## src/rtl/mem_access_ctrl_pkg.sv

```systemverilog
// Shared definitions for the load/store access controller.
// Holds the op encodings, the FSM state enum and the lane-width constants.
// Also holds small helpers for the alignment check and load/store classification.
package mem_access_ctrl_pkg;

  localparam int WORD_W = 32;
  localparam int HALF_W = 16;
  localparam int BYTE_W = 8;

  typedef enum logic [2:0] {
    OP_LW  = 3'b000,
    OP_LH  = 3'b001,
    OP_LHU = 3'b010,
    OP_LB  = 3'b011,
    OP_LBU = 3'b100,
    OP_SW  = 3'b101,
    OP_SH  = 3'b110,
    OP_SB  = 3'b111
  } op_e;

  typedef enum logic [2:0] {
    ST_IDLE  = 3'd0,
    ST_READ  = 3'd1,
    ST_CAPT  = 3'd2,
    ST_WRITE = 3'd3,
    ST_DONE  = 3'd4
  } state_e;

  // Word accesses need both low address bits clear.
  // Half accesses need only bit 0 clear.
  // Byte accesses are always aligned.
  function automatic logic is_misaligned(input op_e op, input logic [1:0] a);
    case (op)
      OP_LW, OP_SW:         is_misaligned = (a != 2'b00);
      OP_LH, OP_LHU, OP_SH: is_misaligned = a[0];
      default:              is_misaligned = 1'b0;
    endcase
  endfunction

  function automatic logic is_store(input op_e op);
    is_store = (op == OP_SW) || (op == OP_SH) || (op == OP_SB);
  endfunction

endpackage

```

## src/rtl/mem_access_ctrl_lane.sv

```systemverilog
// lane_extend: selects a little-endian byte/half lane of a word and extends it.
// Ports: word_i (memory word), addr_lo_i (byte offset), op_i (access op) -> result_o.
// Purely combinational; LB/LH sign-extend, LBU/LHU zero-extend, anything else passes the word.
module lane_extend
  import mem_access_ctrl_pkg::*;
(
  input  logic [WORD_W-1:0] word_i,
  input  logic [1:0]        addr_lo_i,
  input  op_e               op_i,
  output logic [WORD_W-1:0] result_o
);

  logic [BYTE_W-1:0] byte_sel;
  logic [HALF_W-1:0] half_sel;

  always_comb begin
    byte_sel = word_i[7:0];
    case (addr_lo_i)
      2'd1:    byte_sel = word_i[15:8];
      2'd2:    byte_sel = word_i[23:16];
      2'd3:    byte_sel = word_i[31:24];
      default: byte_sel = word_i[7:0];
    endcase
    half_sel = addr_lo_i[1] ? word_i[31:16] : word_i[15:0];

    case (op_i)
      OP_LB:   result_o = {{(WORD_W-BYTE_W){byte_sel[BYTE_W-1]}}, byte_sel};
      OP_LBU:  result_o = {{(WORD_W-BYTE_W){1'b0}}, byte_sel};
      OP_LH:   result_o = {{(WORD_W-HALF_W){half_sel[HALF_W-1]}}, half_sel};
      OP_LHU:  result_o = {{(WORD_W-HALF_W){1'b0}}, half_sel};
      default: result_o = word_i;
    endcase
  end

endmodule

```

## src/rtl/mem_access_ctrl.sv

```systemverilog
// mem_access_ctrl: single-request load/store controller in front of a synchronous RAM.
// Ports: clk/reset, request (start, op, addr, wdata), status (busy, done, misaligned, rdata),
//        RAM side (mem_addr, mem_wr, mem_wdata, mem_rdata). Sub-word stores use read-modify-write.
module mem_access_ctrl
  import mem_access_ctrl_pkg::*;
(
  input  logic              clk,
  input  logic              reset,
  input  logic              start,
  input  logic [2:0]        op,
  input  logic [WORD_W-1:0] addr,
  input  logic [WORD_W-1:0] wdata,
  output logic              busy,
  output logic              done,
  output logic              misaligned,
  output logic [WORD_W-1:0] rdata,
  output logic [WORD_W-1:0] mem_addr,
  output logic              mem_wr,
  output logic [WORD_W-1:0] mem_wdata,
  input  logic [WORD_W-1:0] mem_rdata
);

  state_e            state_q, state_d;
  op_e               op_q;
  logic [WORD_W-1:0] addr_q;
  // Holds the store data from acceptance; for SH/SB it is overwritten with the merged word.
  logic [WORD_W-1:0] wdata_q;
  logic [WORD_W-1:0] rdata_q;
  logic              mis_q;

  logic              accept;
  op_e               op_in;
  logic [WORD_W-1:0] load_ext;
  logic [WORD_W-1:0] merged;

  assign op_in  = op_e'(op);
  assign accept = (state_q == ST_IDLE) && start;

  // State register
  always_ff @(posedge clk) begin
    if (reset) state_q <= ST_IDLE;
    else       state_q <= state_d;
  end

  // Next-state logic
  always_comb begin
    state_d = state_q;
    case (state_q)
      ST_IDLE: begin
        if (start) begin
          if (is_misaligned(op_in, addr[1:0])) state_d = ST_DONE;
          else if (op_in == OP_SW)             state_d = ST_WRITE;
          else                                 state_d = ST_READ;
        end
      end
      ST_READ:  state_d = ST_CAPT;
      ST_CAPT:  state_d = is_store(op_q) ? ST_WRITE : ST_DONE;
      ST_WRITE: state_d = ST_DONE;
      ST_DONE:  state_d = ST_IDLE;
      default:  state_d = ST_IDLE;
    endcase
  end

  // Outputs decoded from the current state
  always_comb begin
    busy       = (state_q != ST_IDLE);
    done       = (state_q == ST_DONE);
    mem_wr     = (state_q == ST_WRITE);
    misaligned = (state_q == ST_DONE) && mis_q;
  end

  lane_extend u_lane (
    .word_i    (mem_rdata),
    .addr_lo_i (addr_q[1:0]),
    .op_i      (op_q),
    .result_o  (load_ext)
  );

  // Store merge: only the addressed lane takes new data, the rest comes from the read word.
  always_comb begin
    merged = mem_rdata;
    if (op_q == OP_SB) begin
      case (addr_q[1:0])
        2'd0:    merged[7:0]   = wdata_q[7:0];
        2'd1:    merged[15:8]  = wdata_q[7:0];
        2'd2:    merged[23:16] = wdata_q[7:0];
        default: merged[31:24] = wdata_q[7:0];
      endcase
    end else if (addr_q[1]) begin
      merged[31:16] = wdata_q[15:0];
    end else begin
      merged[15:0] = wdata_q[15:0];
    end
  end

  // Request and data registers
  always_ff @(posedge clk) begin
    if (reset) begin
      op_q    <= OP_LW;
      addr_q  <= '0;
      wdata_q <= '0;
      rdata_q <= '0;
      mis_q   <= 1'b0;
    end else begin
      if (accept) begin
        op_q    <= op_in;
        addr_q  <= addr;
        wdata_q <= wdata;
        mis_q   <= is_misaligned(op_in, addr[1:0]);
      end
      // RAM data is valid during CAPT, one cycle after the address went out in READ.
      if (state_q == ST_CAPT) begin
        if (is_store(op_q)) wdata_q <= merged;
        else                rdata_q <= load_ext;
      end
    end
  end

  assign rdata     = rdata_q;
  assign mem_addr  = {addr_q[WORD_W-1:2], 2'b00};
  assign mem_wdata = wdata_q;

endmodule
```

## config.mk

```make
export PLATFORM = sky130hd
export DESIGN_NAME = mem_access_ctrl
export DESIGN_NICKNAME = d
export VERILOG_FILES = /design/src/rtl/mem_access_ctrl_pkg.sv /design/src/rtl/mem_access_ctrl_lane.sv /design/src/rtl/mem_access_ctrl.sv
export SDC_FILE = /design/constraint.sdc
export NUM_CORES = 1
export LEC_CHECK = 0
export ABC_AREA = 1
export CAP_MARGIN = 10
export CORE_AREA = 4 4 82 160
export CTS_CLUSTER_SIZE = 12
export DETAILED_ROUTE_END_ITERATION = 8
export DIE_AREA = 0 0 86 164
export PLACE_DENSITY = 0.92
export SLEW_MARGIN = 15
export SYNTH_ARGS = -nofsm -noshare
export SYNTH_HDL_FRONTEND = slang
export SYNTH_SLANG_ARGS = --single-unit
```

## constraint.sdc

```tcl
create_clock -name clk -period 4.45 [get_ports clk]
set_clock_uncertainty 0.2 [all_clocks]
set_input_delay 0.89 -clock clk [delete_from_list [all_inputs] [get_ports clk]]
set_output_delay 0.89 -clock clk [all_outputs]
set_load 0.02 [all_outputs]
```

==> flow_summary.toml <==
[timing]
slew_viol_final = 0
fin_crit_ns = 2.85
finalSetupTns_ns = 0
tightest_slew_ns = 0.927
grt_setup_unrepaired = "no"
setup_viol = 0
finalCritPeriodShare_pct = 64.1
slew_headroom_pct = 38.1
hold_viol_final = 0
fmax_ghz = 0.351

[synth]
synthFlopType = "dfxtp_1"
syn_inst = 925
yosysSeqAreaShare_pct = 35.4
synth_warnings = 0
synth_edf_count = 0
synthDistinctLibCells = 26
synth.avg_cell_area_um2 = 6.30
syn-cell-area_um2 = 5830
synth_seq_cells = 103
ys_async_sr_fraction_pct = 0

[power_and_ir_drop]
p_leak_nw = 3.30
max-vdd-ir-drop_v = 0.000269
power_density_nw_per_um2 = 338

[clock_tree]
numCtsBuffers = 9
cts_hold_buf = 0
cts_tree = "done"
root_buffer = "clkbuf_16"
cts_num_sinks = 103
clk_latency_ns = 0.35
cts_buffer_depth = 2
clk_pin_slew_ns = 0.08
cts-resized-gates = 0
htreeDepth = 3
postCtsSetupBuffers = 0

[critical_path]
rr_endpoint = "rdata[23]"
cp-start-kind = "flip-flop"
setup.worst_path.end_class = "output port"
r2r_cells = 8
r2r_setup_slack_ns = 1.93
path_class = "flip-flop to output port"
worstReg2RegStart = "addr_q[1]"
crit_path_start = "state_q[0]"
worstPathMaxFanout = 6
critPathCapture = "mem_wr"
worstPathArrival_ns = 1.76
required_ns = 3.36

[floorplan]
core_um2 = 11800
die-area_um2 = 14100
die-height_um = 164
dieWidth_um = 86
pin_count = 202
num_rows = 56
initial_core_util_pct = 49.2

[global_routing]
grt_busiest_layer = "met2"
grt_util_met1_pct = 29.7
antenna_found_initial = 0
grt_pass1_wl_um = 29500
gr-usage-met3_pct = 4.02
grt_util_met2_pct = 44.8
globalRouteTotalUtil_pct = 26.2
grt_max_degree = 75
grt_overflow = 0
first_global_vias = 6135

[routing]
routed_wl_um = 19100
viasPerCell = 5.51
vias = 6656
drtIter0Drc = 646
post_drt_wl_per_cell_um = 15.9
drt_first_pass_iters = 5
drc = 0
ant_nets = 0

[final_layout]
postLayoutCellArea_um2 = 7830
regArea_um2 = 2060
multi_input_area_um2 = 2980
drive_gt1_share_pct = 4.34
area_growth_pct = 34.3
layout.nets = 1158
final_common_cell = "nand2_1"
final_cell_mix = "nand2_1 (258), clkdlybuf4s50_1 (198), nor2_1 (125)"
n_fill_cell = 1034

[run]
cap_violations = 0

[placement]
place_area_um2 = 7530
dp_hpwl_um = 14000
io_buffer_count = 199
place.gp.congestion = 0.979

[worst_hold_path]
hp-class = "flip-flop to flip-flop"

[status]
outcome = "completed"
==> power by group <==
group	switching (mW)	internal [mW]
Sequential	0.0641	1.00
Clock	0.393	0.397
Combinational	0.467	0.327
==> logic make-up after synthesis <==
logic type,share of synthesized area [%]
simple gates,33.3
compound gates,17.6
buf+inv,13.7
flops,35.4
other cells,0.0643
==> critical path: stages, from the launching register on <==
cell	delay [ns]
dfxtp_1	0.46
inv_1	0.11
nor2_1	0.20
clkdlybuf4s50_1	0.64
==> layout make-up <==
type | count | area share (%)
antenna | 1 | 0.0319
tap | 145 | 2.32
sequential | 103 | 26.3
timing repair buffer | 204 | 25.8
clock buffer | 9 | 2.88
clock inverter | 7 | 0.990
inverter | 75 | 3.59
multi-input combinational | 663 | 38.0
==> sequential cells by signal (all words and copies together) (netlist names) <==
signal and flops:
op_q 3, mem_wdata 32, addr_q 32, rdata 32
state_q 3, mis_q 1
==> stage by stage <==
stage,hold slack [ns],instances,setup WS (ns),utilization [%],total power [mW]
2_1_floorplan,0.244,926,2.27,-,1.57
3_3_place_gp,0.251,1190,1.61,63.6,1.85
3_5_place_dp,0.254,1190,1.55,63.6,1.87
4_1_cts,0.266,1206,1.62,66.1,2.65
5_1_grt,0.282,1206,1.56,66.1,2.78
6_report,0.266,1207,1.60,66.1,2.65
==> worst min-delay path by stage <==
stage | start | end | slack (ns) | cells past startpoint
after CTS | addr_q[28] | addr_q[28] | 0.27 | 2
after global routing | addr_q[8] | addr_q[8] | 0.28 | 2
final | addr_q[28] | addr_q[28] | 0.27 | 2
after floorplan | addr_q[19] | addr_q[19] | 0.24 | 2
after detailed placement | addr_q[28] | addr_q[28] | 0.25 | 2
after global placement | addr_q[13] | addr_q[13] | 0.25 | 2
==> cells in the mapped netlist, types with 2 or more instances <==
master      n  share of area [%]
nand3_1    46                3.9
a21oi_1    66                5.7
nand2_2     6               0.64
o21ai_1     2               0.17
clkbuf_1   20                1.3
buf_2      22                1.9
inv_2       6               0.39
nor3_1      9               0.77
inv_1      69                4.4
buf_4      40                5.1
dfxtp_1   103                 35
o21ai_0   102                8.8
nand2_1   258                 17
nor2_4      3               0.58
buf_6       3               0.58
nand4_1    11                1.2
or2_2       5               0.54
o211ai_1   22                2.8
nor2_1    125                8.0
==> per-layer routing <==
| layer | part of all wire (%) | vias up |
|---|---|---|
| met5 | 0 | - |
| met4 | 6.7 | 0 |
| met3 | 8.3 | 91 |
| met2 | 49 | 367 |
| met1 | 36 | 2991 |
| li1 | - | 3207 |
Power figures use the tool's default switching activity.
